### src/rtl/cnn_pkg.sv
// cnn_pkg: shared CNN dimensions and the pooling row-phase state type
package cnn_pkg;
  localparam int PIX_W = 8;
  localparam int ACC_W = 16;
  localparam int IMG_DIM = 28;
  localparam int POOL_DIM = 14;
  typedef enum logic {ROW_A, ROW_B} pool_state_t;
endpackage

### src/rtl/max4_relu.sv
// max4_relu: combinational signed max of a,b,c,d with optional clamp of negative results to zero on y
module max4_relu import cnn_pkg::*; #(
  parameter int W = ACC_W,
  parameter bit RELU_EN = 1'b1
) (
  input  logic signed [W-1:0] a,
  input  logic signed [W-1:0] b,
  input  logic signed [W-1:0] c,
  input  logic signed [W-1:0] d,
  output logic signed [W-1:0] y
);
  logic signed [W-1:0] ab, cd, m;
  always_comb begin
    ab = a > b ? a : b;
    cd = c > d ? c : d;
    m = ab > cd ? ab : cd;
    y = RELU_EN && m[W-1] ? '0 : m;
  end
endmodule

### src/rtl/maxpool_2x2.sv
// maxpool_2x2: 2x2 signed max-pool of conv rows; in_valid/in_ready/in_sof/in_data row input, out_valid/out_ready/out_data/out_last pooled output, sof_err framing pulse
module maxpool_2x2 import cnn_pkg::*; #(
  parameter int N_COL = IMG_DIM,
  parameter int N_ROW = IMG_DIM,
  parameter int W = ACC_W,
  parameter bit RELU_EN = 1'b1
) (
  input  logic                     clk,
  input  logic                     rst,
  input  logic                     in_valid,
  output logic                     in_ready,
  input  logic                     in_sof,
  input  logic [N_COL*W-1:0]       in_data,
  output logic                     out_valid,
  input  logic                     out_ready,
  output logic [(N_COL/2)*W-1:0]   out_data,
  output logic                     out_last,
  output logic                     sof_err
);
  localparam int N_OUT = N_COL / 2;
  localparam int N_PAIR = N_ROW / 2;
  localparam int PW = N_PAIR > 1 ? $clog2(N_PAIR) : 1;
  localparam logic [PW-1:0] LAST = PW'(N_PAIR - 1);
  pool_state_t state;
  logic [PW-1:0] pair;
  logic [N_COL*W-1:0] line_buf;
  logic [N_OUT*W-1:0] pooled;
  logic in_xfer, produce;
  assign in_ready = ~out_valid | out_ready;
  assign in_xfer = in_valid & in_ready;
  assign produce = in_xfer & ~in_sof & (state == ROW_B);
  for (genvar i = 0; i < N_OUT; i++) begin : g_lane
    max4_relu #(.W(W), .RELU_EN(RELU_EN)) u_max (
      .a(line_buf[2*W*i +: W]),
      .b(line_buf[2*W*i+W +: W]),
      .c(in_data[2*W*i +: W]),
      .d(in_data[2*W*i+W +: W]),
      .y(pooled[W*i +: W])
    );
  end
  always_ff @(posedge clk)
    if (in_xfer && (in_sof || state == ROW_A)) line_buf <= in_data;
  always_ff @(posedge clk) begin
    if (rst) begin
      state <= ROW_A;
      pair <= '0;
      out_valid <= 1'b0;
      out_data <= '0;
      out_last <= 1'b0;
      sof_err <= 1'b0;
    end else begin
      sof_err <= in_xfer & in_sof & (state == ROW_B || pair != '0);
      out_valid <= produce | (out_valid & ~out_ready);
      if (produce) begin
        out_data <= pooled;
        out_last <= pair == LAST;
      end
      if (in_xfer) begin
        state <= produce ? ROW_A : ROW_B;
        pair <= in_sof ? '0 : produce ? (pair == LAST ? '0 : pair + 1'b1) : pair;
      end
    end
  end
endmodule

### config.mk
export PLATFORM = sky130hd
export DESIGN_NAME = maxpool_2x2
export DESIGN_NICKNAME = d
export VERILOG_FILES = /design/src/rtl/cnn_pkg.sv /design/src/rtl/max4_relu.sv /design/src/rtl/maxpool_2x2.sv
export SDC_FILE = /design/constraint.sdc
export NUM_CORES = 2
export LEC_CHECK = 0
export CELL_PAD_IN_SITES_DETAIL_PLACEMENT = 0
export CELL_PAD_IN_SITES_GLOBAL_PLACEMENT = 1
export CORE_MARGIN = 5
export CORE_UTILIZATION = 47
export DETAILED_ROUTE_END_ITERATION = 6
export GPL_TIMING_DRIVEN = 0
export MAX_ROUTING_LAYER = met4
export PLACE_DENSITY_LB_ADDON = 0.1
export SLEW_MARGIN = 5
export SYNTH_ARGS = -nofsm -noshare
export SYNTH_HDL_FRONTEND = slang
export SYNTH_SLANG_ARGS = --single-unit
### constraint.sdc
create_clock -name clk -period 48.6 [get_ports clk]
set_input_delay 12.15 -clock clk [delete_from_list [all_inputs] [get_ports clk]]
set_output_delay 12.15 -clock clk [all_outputs]
set_load 0.1 [all_outputs]
# ---- After elaboration in Yosys (flattened, before gate mapping)
# Index checks and enable logic that the tools add are counted.
dict set report word_totals {
  register_bits 680
  input_bits 453
  wordCells 129
}
dict set report classes {
  n_addsub 1
  n_lt_le_gt_ge 42
  eq_ne 1
  muxes 60
  n_bitwise 12
  reduce_logical 6
}
# op count
set ops {}
lappend ops {{$gt 16x16->1} 42}
lappend ops {{$mux 16} 42}
lappend ops {{$mux 15} 14}
lappend ops {{$mux 4} 3}
lappend ops {{$and 1x1->1} 6}
lappend ops {{$add 4x1->4 const B} 1}
lappend ops {{$eq 4x4->1 const B} 1}
lappend ops {{$not 1->1} 4}
lappend ops {{$reduce_bool 4->1} 1}
lappend ops {{$logic_or 1x1->1} 2}
lappend ops {{$or 1x1->1} 2}
lappend ops {{$reduce_and 2->1} 1}
lappend ops {{$reduce_bool 2->1} 1}
lappend ops {{$logic_and 1x1->1} 1}
lappend ops {{$mux 1} 1}

# ---- Longest topological paths before layout
dict set report logic_depth {
  word_depth 7
  depth_mapped 23
  ltp_nobuf 19
}

# ---- By module
# From an unflattened synthesis, not the netlist that was laid out.
dict set report unflattened {
  cells_unflattened 5504
  hier_area_um2 52848.2
}
# module instances cells_per_inst area_each_um2
set by_module_without_submodules {}
lappend by_module_without_submodules {{max4_relu at g_lane[0].u_max ...} 13 291 2258.4}
lappend by_module_without_submodules {maxpool_2x2 1 1466 21632.0}
lappend by_module_without_submodules {{max4_relu at g_lane[9].u_max} 1 255 1856.8}

# ---- Least setup slack after synthesis
# No wires, ideal clock.
dict set report synth_path {
  path_type {input to register}
  start {input out_ready}
  end {register line_buf[0], enable pin}
  arrival_time_ps 31710
  t_required_ps 47329
  path_slack_ps 15619
  stages 3
  path_buffers 0
  cell_sequence {nand2b_1 nand2_1 nor2_1}
}
dict set report synth_between {
  elab_chain_len 3
}
# element line
set synth_lines {}
lappend synth_lines {{from (decl)} maxpool_2x2.sv:15} ;# input logic out_ready,
lappend synth_lines {{$or 1x1->1} maxpool_2x2.sv:29} ;# assign in_ready = ~out_valid | out_ready;
lappend synth_lines {{$and 1x1->1} maxpool_2x2.sv:30} ;# assign in_xfer = in_valid & in_ready;
lappend synth_lines {{$logic_and 1x1->1} maxpool_2x2.sv:42} ;# if (in_xfer && (in_sof || state == ROW_A)) line_buf <= in_data;
lappend synth_lines {{to (signal assigned)} maxpool_2x2.sv:42}
lappend synth_lines {{to (decl)} maxpool_2x2.sv:26} ;# logic [N_COL*W-1:0] line_buf;
# No other way between the ends.
# A chain may end at the register's enable or synchronous reset.

# ---- Worst setup path in the final report
dict set report layout_path {
  start {input out_ready}
  end {output in_ready}
}
dict set report layout_between {
  elab_chain_len 1
}
# element line
set layout_lines {}
lappend layout_lines {{$or 1x1->1} maxpool_2x2.sv:29}
lappend layout_lines {{to (decl)} maxpool_2x2.sv:11} ;# output logic in_ready,
# No other way between the ends.

==> key figures <==
CTS
  – TritonCTS clock tree: built
  – Post-CTS setup buffers: 0
  – Worst-skew pair later-pin latency: 650 ps
  – Root Buffer: clkbuf_16
  – Reg clk slew, reported paths: ~70 ps
  – CTS resizes: 0
  – Num CTS Buffers: 82
  – Hold_buf cts: 0
  – Deepest clock path buffer count: 3
  – CTS sink count: 666
  – H-tree depth: 3

Synth
  – Mux share of post-synthesis cell area: 0.1165
  – Leading area contributor after synthesis: edfxtp_1
  – Mapped Cells: between 4k and 5k
  – Post-synthesis simple-gate area fraction: 0.1118
  – Mapped Area: 46520 µm²
  – Post-synthesis compound-gate area fraction: 0.1468
  – Synth Area in XOR/XNOR: 0.0003765
  – Post-synth EDFFs: 448
  – Count of different cell masters after synthesis: 105
  – Synth warn: 0
  – Register area share after synthesis: 0.3830
  – Syn avg cell area: 10.55 µm²
  – Synth Area in Adders: 0.1815
  – Share of the synthesized area in the top cell type: 0.2892
  – Dominant cells by area after synthesis: edfxtp_1, ha_1, dfxtp_1
  – Top FF cell, synth: edfxtp_1
  – Yosys reg bits: 666
  – Largest family of logic cells by synthesized area: adder cells
  – Ys async rst share: 0

Timing
  – Final setup fails: 0
  – FMAX: 0.03820 GHz
  – Sum Neg Setup Slack: 0 ps
  – Setup Skew: around 16 ps
  – Minimum clock period: 26180 ps
  – Hold Vio Cnt, Final: 0
  – Unrepaired setup endpoints after global routing: no
  – Fin. max-slew vios: 0
  – Fin crit share: 0.5386
  – Final hold slack: between 400 and 500 ps
  – Actual slew at the worst max-slew pin: 1306 ps
  – Relative slew slack: 0.1296

Critical path
  – Endpoint class of the critical path: output pin
  – CP max FO: 5
  – Critical Path RT: 36450 ps
  – Cell mode on critical path: clkdlybuf4s50_1
  – WP data arrival: 14030 ps
  – Worst path max stage delay: 1190 ps
  – CP cell instances: clkdlybuf4s50_1 -> nand2b_1 -> clkdlybuf4s50_1
  – Count of buffer and inverter cells on the critical path: 2
  – CP Class: in2out
  – CP max-delay cell: clkdlybuf4s50_1
  – Crit path launch type: input port
  – CP delay by family, top: buffers and inverters

Final layout
  – Sequential Area: 17820 µm²
  – Final #Nets: 6319
  – Share of layout cells above drive strength 1: 0.1034
  – FILL cells: 8469
  – Area of the multi-input gates: between 20000 and 30000 µm²
  – Layout area overhead: 25.17%

Drt
  – Via/cell ratio: approximately 5.8
  – Initial DRC count: 2696
  – Vias: roughly 38k
  – DR DRC count: 0
  – Routed Antenna Nets: 0
  – Detailed Routing Iterations Pass 1: 6
  – Final WL: roughly 150000 µm
  – Routed WL per cell: 23.01 µm

Global route
  – Met3 global-route usage: 0.07391
  – M2 GR Usage: 0.4608
  – First-pass GRT wire length: 225400 µm
  – Largest net degree at the start of global routing: 34
  – GR peak layer: met2
  – Met1 Use GR: 0.3378
  – Initial antenna violation count: 61
  – Vias in the first global route: 37.72k
  – GRT Total Usage: 0.2824
  – Overflow left after global routing: 0

Placed design
  – IO buf count: 665
  – Detailed Place HPWL: 120100 µm
  – Global placer's final weighted congestion: 0.9258

Flow run
  – Max Cap Violations: 0

Outcome
  – Status: finished, final reports clean

Hold path
  – HP Class: reg2reg

Pwr
  – Power per cell area: roughly 33 nW/µm²
  – Worst vdd ir: 0.00002880 V
  – LEAKAGE: 24.97 nW
  – Final total power: 1.950 mW

Floorplan
  – Die ar.: 105400 µm²
  – Die width: 324.6 µm
  – Cell Rows: 115
  – I/O Pins: 681
  – Die Y: 324.6 µm
  – Core area: 98280 µm²
  – Starting Density: 0.4734
==> per-stage QoR <==
stage | utilization | instance area, µm² | std cells | setup slack [ps]
2_1_floorplan | - | 46570 | 4424 | 15620
3_3_place_gp | 0.5580 | 54840 | 6376 | 6134
3_5_place_dp | 0.5620 | 55230 | 6394 | 22430
4_1_cts | 0.5910 | 58080 | 6547 | 22430
5_1_grt | 0.5924 | 58220 | 6602 | 22410
6_report | 0.5926 | 58230 | 6607 | 22420
==> kinds of logic (layout without fill, tap and decap cells) <==
group / Yosys count / count (layout)
AND/OR/NAND/NOR: 986 / 986
adder cells (fa/ha/maj): 675 / 675
XOR/XNOR: 2 / 2
multiplexers: 492 / 492
other: 1 / 74
buffers and inverters: 666 / 1502
AO/OA/AOI/OAI: 923 / 923
flip-flops: 666 / 666
==> placed cells by master (no fill, tap or decap), types with 81 or more instances in the layout <==
master	n
a221o_1	140
dfxtp_1	218
mux2i_1	246
a21o_1	81
nand3_1	81
mux2_2	199
inv_1	508
edfxtp_1	448
clkdlybuf4s50_1	665
ha_1	675
clkbuf_16	88
a21oi_1	279
nand4_1	136
nand2_1	293
nor2_1	171
==> metal layers <==
metal  share of wire  up-vias
met4           0.035        0
met5               0        -
met2            0.48     1171
li1                -    18350
met1            0.41    18220
met3           0.076      256
==> power breakdown <==
part / total, mW / switching [mW] / leakage, nW / internal, mW
Sequential: 0.670 / 0.0225 / 6.09 / 0.648
Clock: 0.653 / 0.257 / 1.42 / 0.396
Combinational: 0.627 / 0.381 / 17.5 / 0.246
Total: 1.95 / 0.660 / 25.0 / 1.29
==> cells in the mapped netlist, types with 12 or more instances <==
cell type and number:
a221o_1 140, o21ai_0 78, nor3_1 46, a221oi_1 15, clkbuf_1 64, buf_2 45
mux2_1 16, a222oi_1 14, o22ai_1 21, inv_1 508, buf_4 31, a21oi_1 279
nand2b_1 36, mux2_4 19, nand3_1 81, nor4_1 15, mux2i_1 246, nor4bb_1 19
a211oi_2 13, a31oi_1 21, o211ai_1 55, nand2_1 293, nor2b_1 66, dfxtp_1 218
nand4_1 136, ha_1 675, edfxtp_1 448, a211oi_1 30, a21o_1 81, and4_1 21
mux2_2 199, a32o_1 31, o21a_1 14, buf_6 12, o21ai_1 12, nand4b_1 17
nor2_1 173
==> state kept, by name (all words and copies together) (netlist names) <==
signal / cells
out_data: 210
pair: 4
state: 1
out_valid: 1
out_last: 1
sof_err: 1
line_buf: 448
==> worst paths after layout <==
kind	to	depth (start not counted)	start	slack, ps
min reg2reg	out_data[144]	1	out_data[144]	470
max reg2reg	out_data[217]	20	line_buf[441]	42640
min	out_data[144]	1	out_data[144]	470
max	in_ready	3	out_ready	22420
==> layout make-up <==
cell class | instances | area share
clock inverters | 39 | 0.007477
repair buffers | 683 | 0.1208
flip-flops and latches | 666 | 0.3060
clock buffers | 114 | 0.04155
inverters | 509 | 0.03281
diodes | 60 | 0.002578
well taps | 1287 | 0.02765
multi-input cells | 3092 | 0.4461
plain buffers | 157 | 0.01510
No activity file was read; power rests on OpenSTA's default activity.
